==> config.mk <==
export PLATFORM = sky130hd
export DESIGN_NAME = xor_checksum_flat
export DESIGN_NICKNAME = d
export VERILOG_FILES = /design/src/rtl/xor_checksum_pkg.sv /design/src/rtl/xor_checksum_if.sv /design/src/rtl/xor_checksum_satcnt.sv /design/src/rtl/xor_checksum.sv /design/src/flat_wrapper.sv
export SDC_FILE = /design/constraint.sdc
export NUM_CORES = 1
export LEC_CHECK = 0
export BUFFER_PORTS_ARGS = -buffer_cell sky130_fd_sc_hd__buf_2
export CAP_MARGIN = 20
export CORE_UTILIZATION = 58
export DETAILED_ROUTE_END_ITERATION = 7
export HOLD_SLACK_MARGIN = 0.03
export PLACE_DENSITY = 0.87
export SLEW_MARGIN = 15
export SYNTH_ARGS = -nofsm -noshare
export SYNTH_HDL_FRONTEND = slang
export SYNTH_HIERARCHICAL = 1
export SYNTH_SLANG_ARGS = --single-unit
export TNS_END_PERCENT = 100
==> constraint.sdc <==
create_clock -name clk -period 4.8 [get_ports clk]
set_clock_uncertainty 0.15 [all_clocks]
set_input_delay 1.2 -clock clk [delete_from_list [all_inputs] [get_ports clk]]
set_output_delay 1.2 -clock clk [all_outputs]
set_load 0.01 [all_outputs]
==> src/rtl/xor_checksum_pkg.sv <==
// Shared types and constants for the XOR/XNOR frame checksum block.
// The FSM state encoding and the frame-mode encoding live here so sub-blocks agree.
package xor_checksum_pkg;

    typedef enum logic [1:0] {
        IDLE  = 2'd0,
        ACCUM = 2'd1,
        HOLD  = 2'd2
    } state_t;

    localparam logic MODE_XOR  = 1'b0;
    localparam logic MODE_XNOR = 1'b1;

endpackage

==> src/rtl/xor_checksum_if.sv <==
// Beat-in / result-out handshake bundle for xor_checksum.
// The slave modport is the checksum block; the master modport is whatever feeds it and drains results.
interface xor_checksum_if #(
    parameter int WIDTH = 8,
    parameter int CNT_W = 8
);
    import xor_checksum_pkg::*;

    logic             xnor_mode;
    logic             s_valid;
    logic             s_ready;
    logic [WIDTH-1:0] s_data;
    logic             s_last;
    logic             s_abort;
    logic             m_valid;
    logic             m_ready;
    logic [WIDTH-1:0] m_sum;
    logic             m_parity;
    logic [CNT_W-1:0] m_count;
    logic             m_ovf;

    modport slave (
        input  xnor_mode,
        input  s_valid,
        output s_ready,
        input  s_data,
        input  s_last,
        input  s_abort,
        output m_valid,
        input  m_ready,
        output m_sum,
        output m_parity,
        output m_count,
        output m_ovf
    );

    modport master (
        output xnor_mode,
        output s_valid,
        input  s_ready,
        output s_data,
        output s_last,
        output s_abort,
        input  m_valid,
        output m_ready,
        input  m_sum,
        input  m_parity,
        input  m_count,
        input  m_ovf
    );

endinterface

==> src/rtl/xor_checksum_satcnt.sv <==
// Saturating beat counter. clear and inc together load 1 so the first beat of a
// frame can restart the count in a single cycle.
module xor_checksum_satcnt #(
    parameter int CNT_W = 8
) (
    input  logic             clk,
    input  logic             rst_n,
    input  logic             clear,
    input  logic             inc,
    output logic [CNT_W-1:0] count,
    output logic             sat
);

    logic [CNT_W-1:0] count_reg;
    logic [CNT_W-1:0] count_next;

    assign sat   = &count_reg;
    assign count = count_reg;

    always_comb begin
        count_next = count_reg;
        if (clear) begin
            count_next = inc ? CNT_W'(1) : '0;
        end else if (inc && !sat) begin
            count_next = count_reg + CNT_W'(1);
        end
    end

    always_ff @(posedge clk) begin
        if (!rst_n) begin
            count_reg <= '0;
        end else begin
            count_reg <= count_next;
        end
    end

endmodule

==> src/rtl/xor_checksum.sv <==
// Frame checksum: XORs every accepted beat of a frame and presents the result
// (optionally inverted) with beat count and overflow until the sink accepts it.
module xor_checksum #(
    parameter int WIDTH = 8,
    parameter int CNT_W = 8
) (
    input  logic           clk,
    input  logic           rst_n,
    xor_checksum_if.slave  bus
);
    import xor_checksum_pkg::*;

    state_t           state_reg;
    state_t           state_next;
    logic [WIDTH-1:0] acc_reg;
    logic [WIDTH-1:0] acc_next;
    logic             mode_reg;
    logic             mode_next;
    logic             ovf_reg;
    logic             ovf_next;

    logic             cnt_clear;
    logic             cnt_inc;
    logic [CNT_W-1:0] cnt_value;
    logic             cnt_sat;

    logic             ready;
    logic             hold;
    logic [WIDTH-1:0] sum_out;

    xor_checksum_satcnt #(
        .CNT_W (CNT_W)
    ) u_satcnt (
        .clk   (clk),
        .rst_n (rst_n),
        .clear (cnt_clear),
        .inc   (cnt_inc),
        .count (cnt_value),
        .sat   (cnt_sat)
    );

    always_comb begin
        state_next = state_reg;
        acc_next   = acc_reg;
        mode_next  = mode_reg;
        ovf_next   = ovf_reg;
        cnt_clear  = 1'b0;
        cnt_inc    = 1'b0;
        ready      = 1'b1;

        case (state_reg)
            IDLE: begin
                // Abort is deliberately not looked at here: a beat always opens a frame.
                cnt_clear = 1'b1;
                ovf_next  = 1'b0;
                acc_next  = '0;
                if (bus.s_valid) begin
                    acc_next   = bus.s_data;
                    mode_next  = bus.xnor_mode;
                    cnt_inc    = 1'b1;
                    state_next = bus.s_last ? HOLD : ACCUM;
                end
            end

            ACCUM: begin
                if (bus.s_abort) begin
                    // Abort wins over any beat on the same edge, including a last beat.
                    acc_next   = '0;
                    ovf_next   = 1'b0;
                    cnt_clear  = 1'b1;
                    state_next = IDLE;
                end else if (bus.s_valid) begin
                    acc_next = acc_reg ^ bus.s_data;
                    cnt_inc  = 1'b1;
                    ovf_next = ovf_reg | cnt_sat;
                    if (bus.s_last) begin
                        state_next = HOLD;
                    end
                end
            end

            HOLD: begin
                ready = 1'b0;
                if (bus.m_ready) begin
                    acc_next   = '0;
                    ovf_next   = 1'b0;
                    cnt_clear  = 1'b1;
                    state_next = IDLE;
                end
            end

            default: begin
                state_next = IDLE;
            end
        endcase
    end

    always_ff @(posedge clk) begin
        if (!rst_n) begin
            state_reg <= IDLE;
            acc_reg   <= '0;
            mode_reg  <= MODE_XOR;
            ovf_reg   <= 1'b0;
        end else begin
            state_reg <= state_next;
            acc_reg   <= acc_next;
            mode_reg  <= mode_next;
            ovf_reg   <= ovf_next;
        end
    end

    assign hold = (state_reg == HOLD);

    // Result bits come straight from registers and are forced to zero outside HOLD.
    for (genvar gi = 0; gi < WIDTH; gi++) begin : g_sum
        assign sum_out[gi] = hold & (acc_reg[gi] ^ (mode_reg == MODE_XNOR));
    end

    assign bus.s_ready  = ready;
    assign bus.m_valid  = hold;
    assign bus.m_sum    = sum_out;
    assign bus.m_parity = ^sum_out;
    assign bus.m_count  = hold ? cnt_value : '0;
    assign bus.m_ovf    = hold & ovf_reg;

endmodule

==> src/flat_wrapper.sv <==
// flat-port wrapper written by rule: the top's interface ports become plain ports
module xor_checksum_flat import xor_checksum_pkg::*;
#(
    parameter int WIDTH = 8,
    parameter int CNT_W = 8
)
  (clk, rst_n, bus_xnor_mode, bus_s_valid, bus_s_ready, bus_s_data, bus_s_last, bus_s_abort, bus_m_valid, bus_m_ready, bus_m_sum, bus_m_parity, bus_m_count, bus_m_ovf);
  xor_checksum_if #(.WIDTH(WIDTH), .CNT_W(CNT_W)) bus_i ();
  input  logic clk;
  input  logic rst_n;
  input wire logic [$bits(bus_i.xnor_mode)-1:0] bus_xnor_mode;
  input wire logic [$bits(bus_i.s_valid)-1:0] bus_s_valid;
  output wire logic [$bits(bus_i.s_ready)-1:0] bus_s_ready;
  input wire logic [$bits(bus_i.s_data)-1:0] bus_s_data;
  input wire logic [$bits(bus_i.s_last)-1:0] bus_s_last;
  input wire logic [$bits(bus_i.s_abort)-1:0] bus_s_abort;
  output wire logic [$bits(bus_i.m_valid)-1:0] bus_m_valid;
  input wire logic [$bits(bus_i.m_ready)-1:0] bus_m_ready;
  output wire logic [$bits(bus_i.m_sum)-1:0] bus_m_sum;
  output wire logic [$bits(bus_i.m_parity)-1:0] bus_m_parity;
  output wire logic [$bits(bus_i.m_count)-1:0] bus_m_count;
  output wire logic [$bits(bus_i.m_ovf)-1:0] bus_m_ovf;
  assign bus_i.xnor_mode = bus_xnor_mode;
  assign bus_i.s_valid = bus_s_valid;
  assign bus_s_ready = bus_i.s_ready;
  assign bus_i.s_data = bus_s_data;
  assign bus_i.s_last = bus_s_last;
  assign bus_i.s_abort = bus_s_abort;
  assign bus_m_valid = bus_i.m_valid;
  assign bus_i.m_ready = bus_m_ready;
  assign bus_m_sum = bus_i.m_sum;
  assign bus_m_parity = bus_i.m_parity;
  assign bus_m_count = bus_i.m_count;
  assign bus_m_ovf = bus_i.m_ovf;
  xor_checksum #(.WIDTH(WIDTH), .CNT_W(CNT_W)) u_core (.clk(clk), .rst_n(rst_n), .bus(bus_i));
endmodule
=== Word level (Yosys, flattened, before mapping) ===
Index checks and enable logic that the tools add are counted.

* Register bits after elaboration: 20
* Output and inout port bits: 20
* Bits of input ports: 15
* Word-level logic and storage cells: 68

* Equal/unequal tests: 6
* Reduce and logical (&&, ||, !) cells: 10
* Bitwise gates (word level): 19
* Add/subtract/negate cells: 1
* Multiplexer cells: 27

{| class="wikitable"
|+ Operators by type and width
! cell !! count
|-
| $mux W8 || 7
|-
| $pmux W8 S3 || 1
|-
| $mux W2 || 6
|-
| $and A1 B1 Y1 || 9
|-
| $mux W1 || 9
|-
| $add A8 B1 Y8 const B || 1
|-
| $reduce_and A8 Y1 || 1
|-
| $reduce_xor A8 Y1 || 1
|-
| $xor A1 B1 Y1 || 8
|-
| $xor A8 B8 Y8 || 1
|-
| $ne A3 B3 Y1 const B || 2
|-
| $pmux W1 S3 || 2
|-
| $pmux W2 S3 || 1
|-
| $ne A2 B2 Y1 const B || 2
|-
| $reduce_and A4 Y1 || 1
|-
| $reduce_and A3 Y1 || 1
|-
| $reduce_bool A3 Y1 || 1
|-
| $eq A2 B1 Y1 const B || 1
|-
| $eq A2 B2 Y1 const B || 1
|-
| $logic_not A2 Y1 || 1
|-
| $pmux W1 S2 || 1
|-
| $reduce_and A2 Y1 || 1
|-
| $reduce_bool A2 Y1 || 1
|-
| $logic_and A1 B1 Y1 || 1
|-
| 2 further kinds || 2
|}

=== Longest topological paths before layout ===
Gate-level depths: netlist of run 1.

* Word-level depth: 6
* Gate-level depth with buffers: 8
* Depth with buffers taken out: 7

=== By module ===
The synthesis of run 1 kept the hierarchy.

{| class="wikitable"
|+ By module, submodules not included
! module !! times used !! seq. area each (um^2) !! cells each !! area an instance (um^2)
|-
| xor_checksum || 1 || 240.2 || 126 || 1002.2
|-
| xor_checksum_satcnt || 1 || 160.2 || 58 || 500.5
|}

=== Worst setup path before layout of run 1 ===
No wires, ideal clock.

* Path type: register to output
* From: register u_core.state_reg[0]
* To: output bus_m_parity
* Buffers on the path: 0
* Path slack: 2122 ps
* Arrival time: 1328 ps
* Required time: 3450 ps
* Cell stages (with the launch flop): 7
* Cells stage by stage: dfxtp_1 -> inv_1 -> ha_1 -> inv_1 -> nor2_1 -> xnor2_1 -> xor2_1

* Longest elaborated chain between the ends: 3
* Elaborated cells on any way between the ends: 10
* Those cells by class: 1 x eq/ne; 8 x bitwise; 1 x reduce/logical

{| class="wikitable"
|+ RTL lines
! what !! line !! RTL
|-
| from (decl) || xor_checksum.sv:13 || <nowiki>state_t state_reg;</nowiki>
|-
| from (signal assigned) || xor_checksum.sv:105 || <nowiki>state_reg <= state_next;</nowiki>
|-
| $eq A2 B2 Y1 || xor_checksum.sv:112 || <nowiki>assign hold = (state_reg == HOLD);</nowiki>
|-
| $and A1 B1 Y1 || xor_checksum.sv:116 || <nowiki>assign sum_out[gi] = hold & (acc_reg[gi] ^ (mode_reg == MODE_XNOR));</nowiki>
|-
| via bus_m_sum[2] || flat_wrapper.sv:19 || <nowiki>output wire logic [$bits(bus_i.m_sum)-1:0] bus_m_sum;</nowiki>
|-
| $reduce_xor A8 Y1 || xor_checksum.sv:122 || <nowiki>assign bus.m_parity = ^sum_out;</nowiki>
|-
| to (decl) || flat_wrapper.sv:20 || <nowiki>output wire logic [$bits(bus_i.m_parity)-1:0] bus_m_parity;</nowiki>
|}

The timed path passes the listed nets, and every way through them passes these cells.

=== Worst setup path after layout of run 1 ===
* From: register u_core.state_reg[0]
* To: output bus_m_parity

* Longest elaborated chain between the ends: 3
* Elaborated cells on any way between the ends: 10
* Those cells by class: 1 x eq/ne; 8 x bitwise; 1 x reduce/logical

{| class="wikitable"
|+ RTL lines
! what !! line
|-
| $eq A2 B2 Y1 * || xor_checksum.sv:112
|-
| $and A1 B1 Y1 || xor_checksum.sv:116
|-
| $reduce_xor A8 Y1 * || xor_checksum.sv:122
|}

Mark *: on every way between the ends. The rest lies on a longest branch, timed or not.

==> impl_metrics.env, run 1 <==
export IMPL_status="finished clean"
export IMPL_critPathCaptureType="output pin"
export IMPL_synth_area_top_cells="dfxtp_1 27%, and2_1 6.7%, ha_1 5.8%, xor2_1 4.1%, nand3_1 4.0%"
export IMPL_final_max_slew_viol_count=0
export IMPL_cts_root_buf="clkbuf_4"
export IMPL_fin_nets=236
export IMPL_insertion_delay_ns=0.30
export IMPL_yosysTopAreaCell="dfxtp_1"
export IMPL_leakage_nw=0.708
export IMPL_postCtsSetupBuffers=0
export IMPL_yosysMostFrequentCell="dfxtp_1"
export IMPL_synth_fa_ha_area_frac=0.0583
export IMPL_yosys_area_share_simple=0.296
export IMPL_fin_ws_ns=1.51
export IMPL_cts_repair_resized=0
export IMPL_ys_ff_latch=20
export IMPL_die_area_mm2=0.00280
export IMPL_yosys_area_top_type_share=0.266
export IMPL_grt_pass1_vias=1349
export IMPL_power_total_mw=0.380
export IMPL_crit_family="buffers and inverters"
export IMPL_dp_hpwl_um=2580
export IMPL_dieHeight_um=52.9
export IMPL_grt_max_degree=17
export IMPL_min_period_ns=3.29
export IMPL_grt_use_met2=0.496
export IMPL_wl_per_cell_um=14.1
export IMPL_regArea_um2=400
export IMPL_slowest_stage="dfxtp_1"
export IMPL_period_share=0.685
export IMPL_ys_types=46
export IMPL_hold_viol_final=0
export IMPL_clockBufferDepth=2
export IMPL_drive_above_1_share=0.221
export IMPL_setup_violations=0
export IMPL_vias_per_cell=5.92
export IMPL_busiest_layer="met2"
export IMPL_placed_cell_area_mm2=0.00164
export IMPL_critPathMaxFanout=11
export IMPL_cts_tree="done"
export IMPL_slew_limit_headroom=0.580
export IMPL_critPathRequiredTime_ns=3.45
export IMPL_fmax_mhz=304
export IMPL_crit_path_frequent_cell="inv_1"
export IMPL_power_density_mw_per_mm2=227
export IMPL_first_iter_violations=46
export IMPL_cp_start_kind="flip-flop"
export IMPL_ys_warn_count=6
export IMPL_rsz0062_at_grt="false"
export IMPL_io_buffers=34
export IMPL_cpPeakStageDelay_ns=0.37
export IMPL_use_met3=0.0259
export IMPL_crit_arrival_ns=1.94
export IMPL_cts_sinks=20
export IMPL_synth_top_family_by_area="simple AND/OR/NAND/NOR gates"
export IMPL_antenna_cells=0
export IMPL_row_count=18
export IMPL_ant_nets=0
export IMPL_drt_wl_total_um=3440
export IMPL_boundaryPins=35
export IMPL_antenna_found_initial=0
export IMPL_fill_cells=215
export IMPL_synth_commonest_cells="20 x dfxtp_1, 16 x and2_1, 13 x nor2_1"
export IMPL_use_met1=0.297
export IMPL_yosysSeqAreaShare=0.266
export IMPL_synthesis_area_mm2=0.00150
export IMPL_synth_compound_area_frac=0.211
export IMPL_tightest_slew_ns=0.627
export IMPL_worstSetupPathType="reg2out"
export IMPL_grt_first_pass_wirelength_um=5530
export IMPL_vias=1438
export IMPL_place_gp_congestion=0.827
export IMPL_fin_cells=243
export IMPL_path_clk_slew_ns=0.11
export IMPL_overflow=0
export IMPL_die_x_um=52.9
export IMPL_core_area_mm2=0.00245
export IMPL_fin_setup_tns_ns=0
export IMPL_multi_input_area_mm2=0.00101
export IMPL_drt_pass1_iter_count=4
export IMPL_area_growth_pct=11.6
export IMPL_grt_util_all_layers=0.264
export IMPL_cap_violations=0
export IMPL_syn_nets=206
export IMPL_final_area_mm2=0.00168
export IMPL_synthXorXnorAreaFrac=0.0908
export IMPL_dpl_worst_slack_ns=1.86
export IMPL_dp_cells=239
export IMPL_synth_ff_type="dfxtp_1"
export IMPL_hold_class="reg2reg"
export IMPL_peakVddDrop_v=0.000155
export IMPL_path_cells="inv_1, ha_1, inv_1, nor2_1, xnor2_1, xor2_1, buf_2"
export IMPL_htreeDepth=1
export IMPL_syn_instance_count=184
export IMPL_path_buf_inv=3
export IMPL_synth_mux_area_frac=0.0133
export IMPL_ys_async_sr_fraction=0
export IMPL_synth_edf_count=0
export IMPL_whs_ns=0.364
export IMPL_syn_avg_cell_area_um2=8.17
export IMPL_start_util=0.612
export IMPL_drc=0
export IMPL_hold_buffers=0
export IMPL_utilization=0.683
export IMPL_cts_buffers=3
-- worst paths after layout --
kind                            cells after the start                  endpoint                start  slack (ns)
worst max-delay path                                7              bus_m_parity  u_core/state_reg[0]        1.51
worst min-delay path                                2            u_core/ovf_reg       u_core/ovf_reg        0.36
worst max register to register                      7  u_core/u_satcnt/count[3]  u_core/state_reg[0]        2.58
worst min register to register                      2            u_core/ovf_reg       u_core/ovf_reg        0.36
-- report_power, final --
| part | internal, mW | switching [mW] |
|---|---|---|
| registers | 0.173 | 0.0113 |
| logic | 0.0432 | 0.0528 |
| clock network | 0.0462 | 0.0529 |
-- routing by layer --
metal / share of wire / wire length (µm) / vias up
li1: - / - / 706
met1: 0.41 / 1400 / 672
met2: 0.51 / 1750 / 54
met3: 0.071 / 243 / 6
met4: 0.013 / 43 / 0
met5: 0 / 0 / -
-- layout make-up --
cell class	count	area share
Sequential cell	20	0.239
Multi-Input combinational cell	148	0.600
Tap cell	30	0.0224
Timing Repair Buffer	34	0.101
Clock buffer	4	0.0216
Inverter	7	0.0157
-- cells in the final DEF, fill, tap and decap left out, types with 2 or more instances in the layout --
cell type / n
nand2_1: 8
o31ai_1: 2
a21oi_1: 4
a21boi_1: 8
inv_1: 7
xor2_1: 7
nand3_1: 12
nor2_1: 13
dfxtp_1: 20
clkbuf_4: 3
nor4_1: 2
buf_2: 34
nand4_1: 5
mux2i_1: 2
xnor2_1: 6
nand4b_1: 2
ha_1: 7
nand2b_1: 4
a21boi_0: 2
o21ai_0: 10
o21ai_1: 8
o21a_1: 2
nor3_1: 4
nor2b_1: 4
o21ai_2: 2
and2_1: 16
-- worst min-delay path: cells and delay by family (launching register included) --
family           cells  cell delay (ns)
AND/OR/NAND/NOR      1             0.09
flip-flops           1             0.35
AO/OA/AOI/OAI        1             0.04
-- cells by family (layout without fill, tap and decap cells) --
| family | Yosys count | in the layout |
|---|---|---|
| and+or+nand+nor | 78 | 78 |
| adders and majority gates | 7 | 7 |
| AOI/OAI and AO/OA | 47 | 47 |
| buffers and inverters | 16 | 45 |
| muxes | 2 | 2 |
| DFF | 20 | 20 |
| xor gates and xnor gates | 14 | 14 |
Power figures use the tool's default switching activity.
==> run 2: changes to the inputs <==
CORE_UTILIZATION = 48   (was 58)
PLACE_DENSITY = 0.77   (was 0.87)
clock period = 2.7 ns   (was 4.8 ns; I/O delays follow)
==> impl_metrics.env, run 2 (synthesized netlist as in run 1, its figures left out) <==
export IMPL_status="finished with violations"
export IMPL_violations="design-rule violations"
export IMPL_cp_depth=7
export IMPL_grt_pass1_vias=1286
export IMPL_peakVddDrop_v=0.000177
export IMPL_drive_above_1_share=0.238
export IMPL_cp_start_kind="flip-flop"
export IMPL_drt_wl_total_um=3380
export IMPL_drc=5
export IMPL_postCtsSetupBuffers=0
export IMPL_overflow=0
export IMPL_cts_root_buf="clkbuf_4"
export IMPL_dieHeight_um=58.0
export IMPL_area_growth_pct=13.2
export IMPL_crit_family="flip-flops"
export IMPL_antenna_cells=0
export IMPL_row_count=19
export IMPL_regToRegSetupSlack_ns=0.48
export IMPL_fin_cells=245
export IMPL_clockBufferDepth=2
export IMPL_path_cells="inv_1, ha_4, inv_1, nor2_1, xnor2_1, xor2_1, buf_2"
export IMPL_whs_ns=0.368
export IMPL_final_area_mm2=0.00170
export IMPL_insertion_delay_ns=0.31
export IMPL_die_x_um=58.0
export IMPL_hold_viol_final=0
export IMPL_critPathMaxFanout=11
export IMPL_dpl_worst_slack_ns=0.266
export IMPL_slew_limit_headroom=0.556
export IMPL_fill_cells=259
export IMPL_place_gp_congestion=0.821
export IMPL_cts_sinks=20
export IMPL_wl_per_cell_um=13.8
export IMPL_critPathCaptureType="output pin"
export IMPL_io_buffers=34
export IMPL_min_period_ns=2.58
export IMPL_die_area_mm2=0.00336
export IMPL_reg2reg_depth=7
export IMPL_utilization=0.596
export IMPL_cap_violations=0
export IMPL_r2r_start="u_core/state_reg[1]"
export IMPL_dp_hpwl_um=2400
export IMPL_core_area_mm2=0.00285
export IMPL_regArea_um2=402
export IMPL_slowest_stage="dfxtp_2"
export IMPL_hold_class="reg2reg"
export IMPL_fin_nets=237
export IMPL_period_share=0.954
export IMPL_antenna_found_initial=0
export IMPL_drt_pass1_iter_count=6
export IMPL_grt_util_all_layers=0.205
export IMPL_layout_commonest_cell="buf_2"
export IMPL_placed_cell_area_mm2=0.00165
export IMPL_multi_input_area_mm2=0.00102
export IMPL_cpPeakStageDelay_ns=0.37
export IMPL_fin_ws_ns=0.124
export IMPL_leakage_nw=0.714
export IMPL_vias=1396
export IMPL_vias_per_cell=5.70
export IMPL_path_clk_slew_ns=0.12
export IMPL_final_max_slew_viol_count=0
export IMPL_most_common_layout_cells="34 x buf_2, 19 x dfxtp_1, 16 x and2_1"
export IMPL_fin_setup_tns_ns=0
export IMPL_rr_endpoint="u_core/u_satcnt/count[3]"
export IMPL_grt_first_pass_wirelength_um=5400
export IMPL_start_util=0.527
export IMPL_fmax_mhz=388
export IMPL_crit_arrival_ns=1.75
export IMPL_power_total_mw=0.687
export IMPL_path_buf_inv=3
export IMPL_boundaryPins=35
export IMPL_cts_tree="done"
export IMPL_tightest_slew_ns=0.663
export IMPL_grt_max_degree=17
export IMPL_setup_violations=0
export IMPL_first_iter_violations=73
export IMPL_worstSetupPathType="reg2out"
export IMPL_critPathRequiredTime_ns=1.88
export IMPL_dp_cells=241
export IMPL_crit_path_frequent_cell="inv_1"
export IMPL_htreeDepth=1
export IMPL_cts_buffers=3
export IMPL_power_density_mw_per_mm2=403
export IMPL_endpoint="bus_m_parity"
export IMPL_ant_nets=0
export IMPL_startpoint="u_core/state_reg[0]"
-- run 2: worst min path at each step --
stage / startpoint / end / slack (ns) / cells after the start
2_1_floorplan: u_core/ovf_reg / u_core/ovf_reg / 0.28 / 2
3_3_place_gp: u_core/ovf_reg / u_core/ovf_reg / 0.30 / 2
3_5_place_dp: u_core/ovf_reg / u_core/ovf_reg / 0.31 / 2
4_1_cts: u_core/ovf_reg / u_core/ovf_reg / 0.34 / 2
5_1_grt: u_core/state_reg[0] / u_core/state_reg[0] / 0.40 / 2
6_report: u_core/acc_reg[2] / u_core/acc_reg[2] / 0.37 / 2
-- run 2: power by group --
part           switching, mW  total, mW  internal [mW]
clock                  0.104      0.186         0.0825
combinational         0.0930      0.173         0.0799
sequential            0.0187      0.327          0.309
-- run 2: cell type report --
class | count | area share
Clock buffer | 4 | 0.0213
Inverter | 7 | 0.0154
Multi-Input combinational cell | 148 | 0.600
Sequential cell | 20 | 0.236
Tap cell | 31 | 0.0228
Timing Repair Buffer | 35 | 0.104
-- run 2: worst min-delay path: stages, from the launching register on --
cell and delay, ns:
dfxtp_1 0.35, o21ai_1 0.07, a21boi_1 0.06
-- run 2: routing by layer --
| layer | GRT usage | wire, µm | vias to the layer above |
|---|---|---|---|
| li1 | - | - | 707 |
| met1 | 0.252 | 1520 | 646 |
| met2 | 0.360 | 1650 | 37 |
| met3 | 0.0268 | 165 | 6 |
| met4 | 0.0884 | 49 | 0 |
| met5 | 0 | 0 | - |
-- run 2: repair_timing --
| action | 4_1_cts | 5_1_grt |
|---|---|---|
| resized for setup | 1 | 3 |
| endpoints found under the setup margin | 1 | 1 |
| hold buffers | 0 | 0 |
==> run 3: changes to the inputs <==
CORE_MARGIN = 4   (was unset)
SKIP_LAST_GASP = 1   (was unset)
==> impl_metrics.env, run 3 (synthesized netlist as in run 1, its figures left out) <==
export IMPL_status="finished clean"
export IMPL_critPathCaptureType="output pin"
export IMPL_cpPeakStageDelay_ns=0.47
export IMPL_grt_max_degree=17
export IMPL_wl_per_cell_um=13.1
export IMPL_ant_nets=0
export IMPL_first_iter_violations=75
export IMPL_antenna_cells=0
export IMPL_path_cells="ha_4, inv_1, nor2_1, xnor2_1, xor2_1, buf_2"
export IMPL_cts_sinks=20
export IMPL_drc=0
export IMPL_critPathRequiredTime_ns=1.88
export IMPL_regArea_um2=400
export IMPL_overflow=0
export IMPL_drt_pass1_iter_count=4
export IMPL_place_gp_congestion=0.819
export IMPL_utilization=0.571
export IMPL_cts_tree="done"
export IMPL_insertion_delay_ns=0.31
export IMPL_drt_wl_total_um=3380
export IMPL_critPathMaxFanout=11
export IMPL_cap_violations=0
export IMPL_cts_repair_resized=1
export IMPL_antenna_found_initial=0
export IMPL_fin_setup_tns_ns=0
export IMPL_start_util=0.496
export IMPL_worstSetupPathType="reg2out"
export IMPL_grt_pass1_vias=1224
export IMPL_htreeDepth=1
export IMPL_fin_nets=237
export IMPL_grt_first_pass_wirelength_um=5700
export IMPL_setup_violations=0
export IMPL_hold_class="reg2reg"
export IMPL_min_period_ns=2.53
export IMPL_io_buffers=34
export IMPL_core_area_mm2=0.00303
export IMPL_grt_util_all_layers=0.170
export IMPL_hold_buffers=0
export IMPL_die_area_mm2=0.00409
export IMPL_boundaryPins=35
export IMPL_crit_arrival_ns=1.70
export IMPL_postCtsSetupBuffers=0
export IMPL_peakVddDrop_v=0.000221
export IMPL_cts_buffers=3
export IMPL_drive_above_1_share=0.234
export IMPL_dp_hpwl_um=2460
export IMPL_layout_commonest_cell="buf_2"
export IMPL_fill_cells=286
export IMPL_rsz0062_at_grt="false"
export IMPL_cp_start_kind="flip-flop"
export IMPL_dieHeight_um=64.0
export IMPL_slew_limit_headroom=0.560
export IMPL_die_x_um=64.0
export IMPL_vias_per_cell=5.31
export IMPL_tightest_slew_ns=0.656
export IMPL_vias=1369
export IMPL_path_clk_slew_ns=0.13
export IMPL_row_count=20
export IMPL_crit_family="flip-flops"
export IMPL_fmax_mhz=396
export IMPL_most_common_layout_cells="34 x buf_2, 20 x dfxtp_1, 16 x and2_1"
export IMPL_leakage_nw=0.721
export IMPL_clockBufferDepth=2
export IMPL_multi_input_area_mm2=0.00102
export IMPL_period_share=0.936
export IMPL_power_density_mw_per_mm2=435
export IMPL_cts_root_buf="clkbuf_4"
export IMPL_area_growth_pct=15.2
export IMPL_hold_viol_final=0
export IMPL_final_max_slew_viol_count=0
export IMPL_slowest_stage="dfxtp_1"
export IMPL_path_buf_inv=2
-- run 3: metrics by stage --
stage / setup WS, ns / power, mW / cells / hold slack [ns] / area, µm²
final: 0.174 / 0.753 / 258 / 0.333 / 1730
after global routing: 0.00172 / 0.792 / 258 / 0.372 / 1730
after CTS: 0.0351 / 0.755 / 258 / 0.332 / 1720
after detailed placement: 0.305 / 0.502 / 254 / 0.300 / 1670
after global placement: 0.377 / 0.498 / 254 / 0.289 / 1670
after floorplan: 0.547 / 0.454 / 184 / 0.279 / 1500
-- run 3: area by class of cell --
type / instances / share of cell area
flip-flops and latches: 20 / 0.231
clock buffers: 3 / 0.0130
inverters: 7 / 0.0152
clock inverters: 1 / 0.0174
multi-input cells: 148 / 0.589
repair buffers: 35 / 0.103
well taps: 44 / 0.0318
-- run 3: routing by layer --
layer  global-route usage  vias up  share of wire
met5                    0        -              0
met1                0.228      618           0.48
met3               0.0246        2          0.059
met2                0.272       41           0.46
met4               0.0674        0         0.0086
li1                     -      708              -
-- run 3: tightest hold or removal path: stages (launching register included) --
cell	delay [ns]
dfxtp_1	0.35
a21oi_1	0.04
nor2_1	0.07
-- run 3: path summary, 6_finish.rpt --
kind                       startpoint                       end  slack (ns)  depth (start not counted)
setup / recovery  u_core/state_reg[1]              bus_m_parity        0.17                          6
hold / removal         u_core/ovf_reg            u_core/ovf_reg        0.33                          2
setup reg to reg  u_core/state_reg[1]  u_core/u_satcnt/count[3]        0.51                          7
hold reg to reg        u_core/ovf_reg            u_core/ovf_reg        0.33                          2
-- run 3: report_power, final --
| part | internal, mW | switching (mW) |
|---|---|---|
| combinational | 0.0797 | 0.0930 |
| sequential | 0.308 | 0.0188 |
| clock | 0.150 | 0.104 |
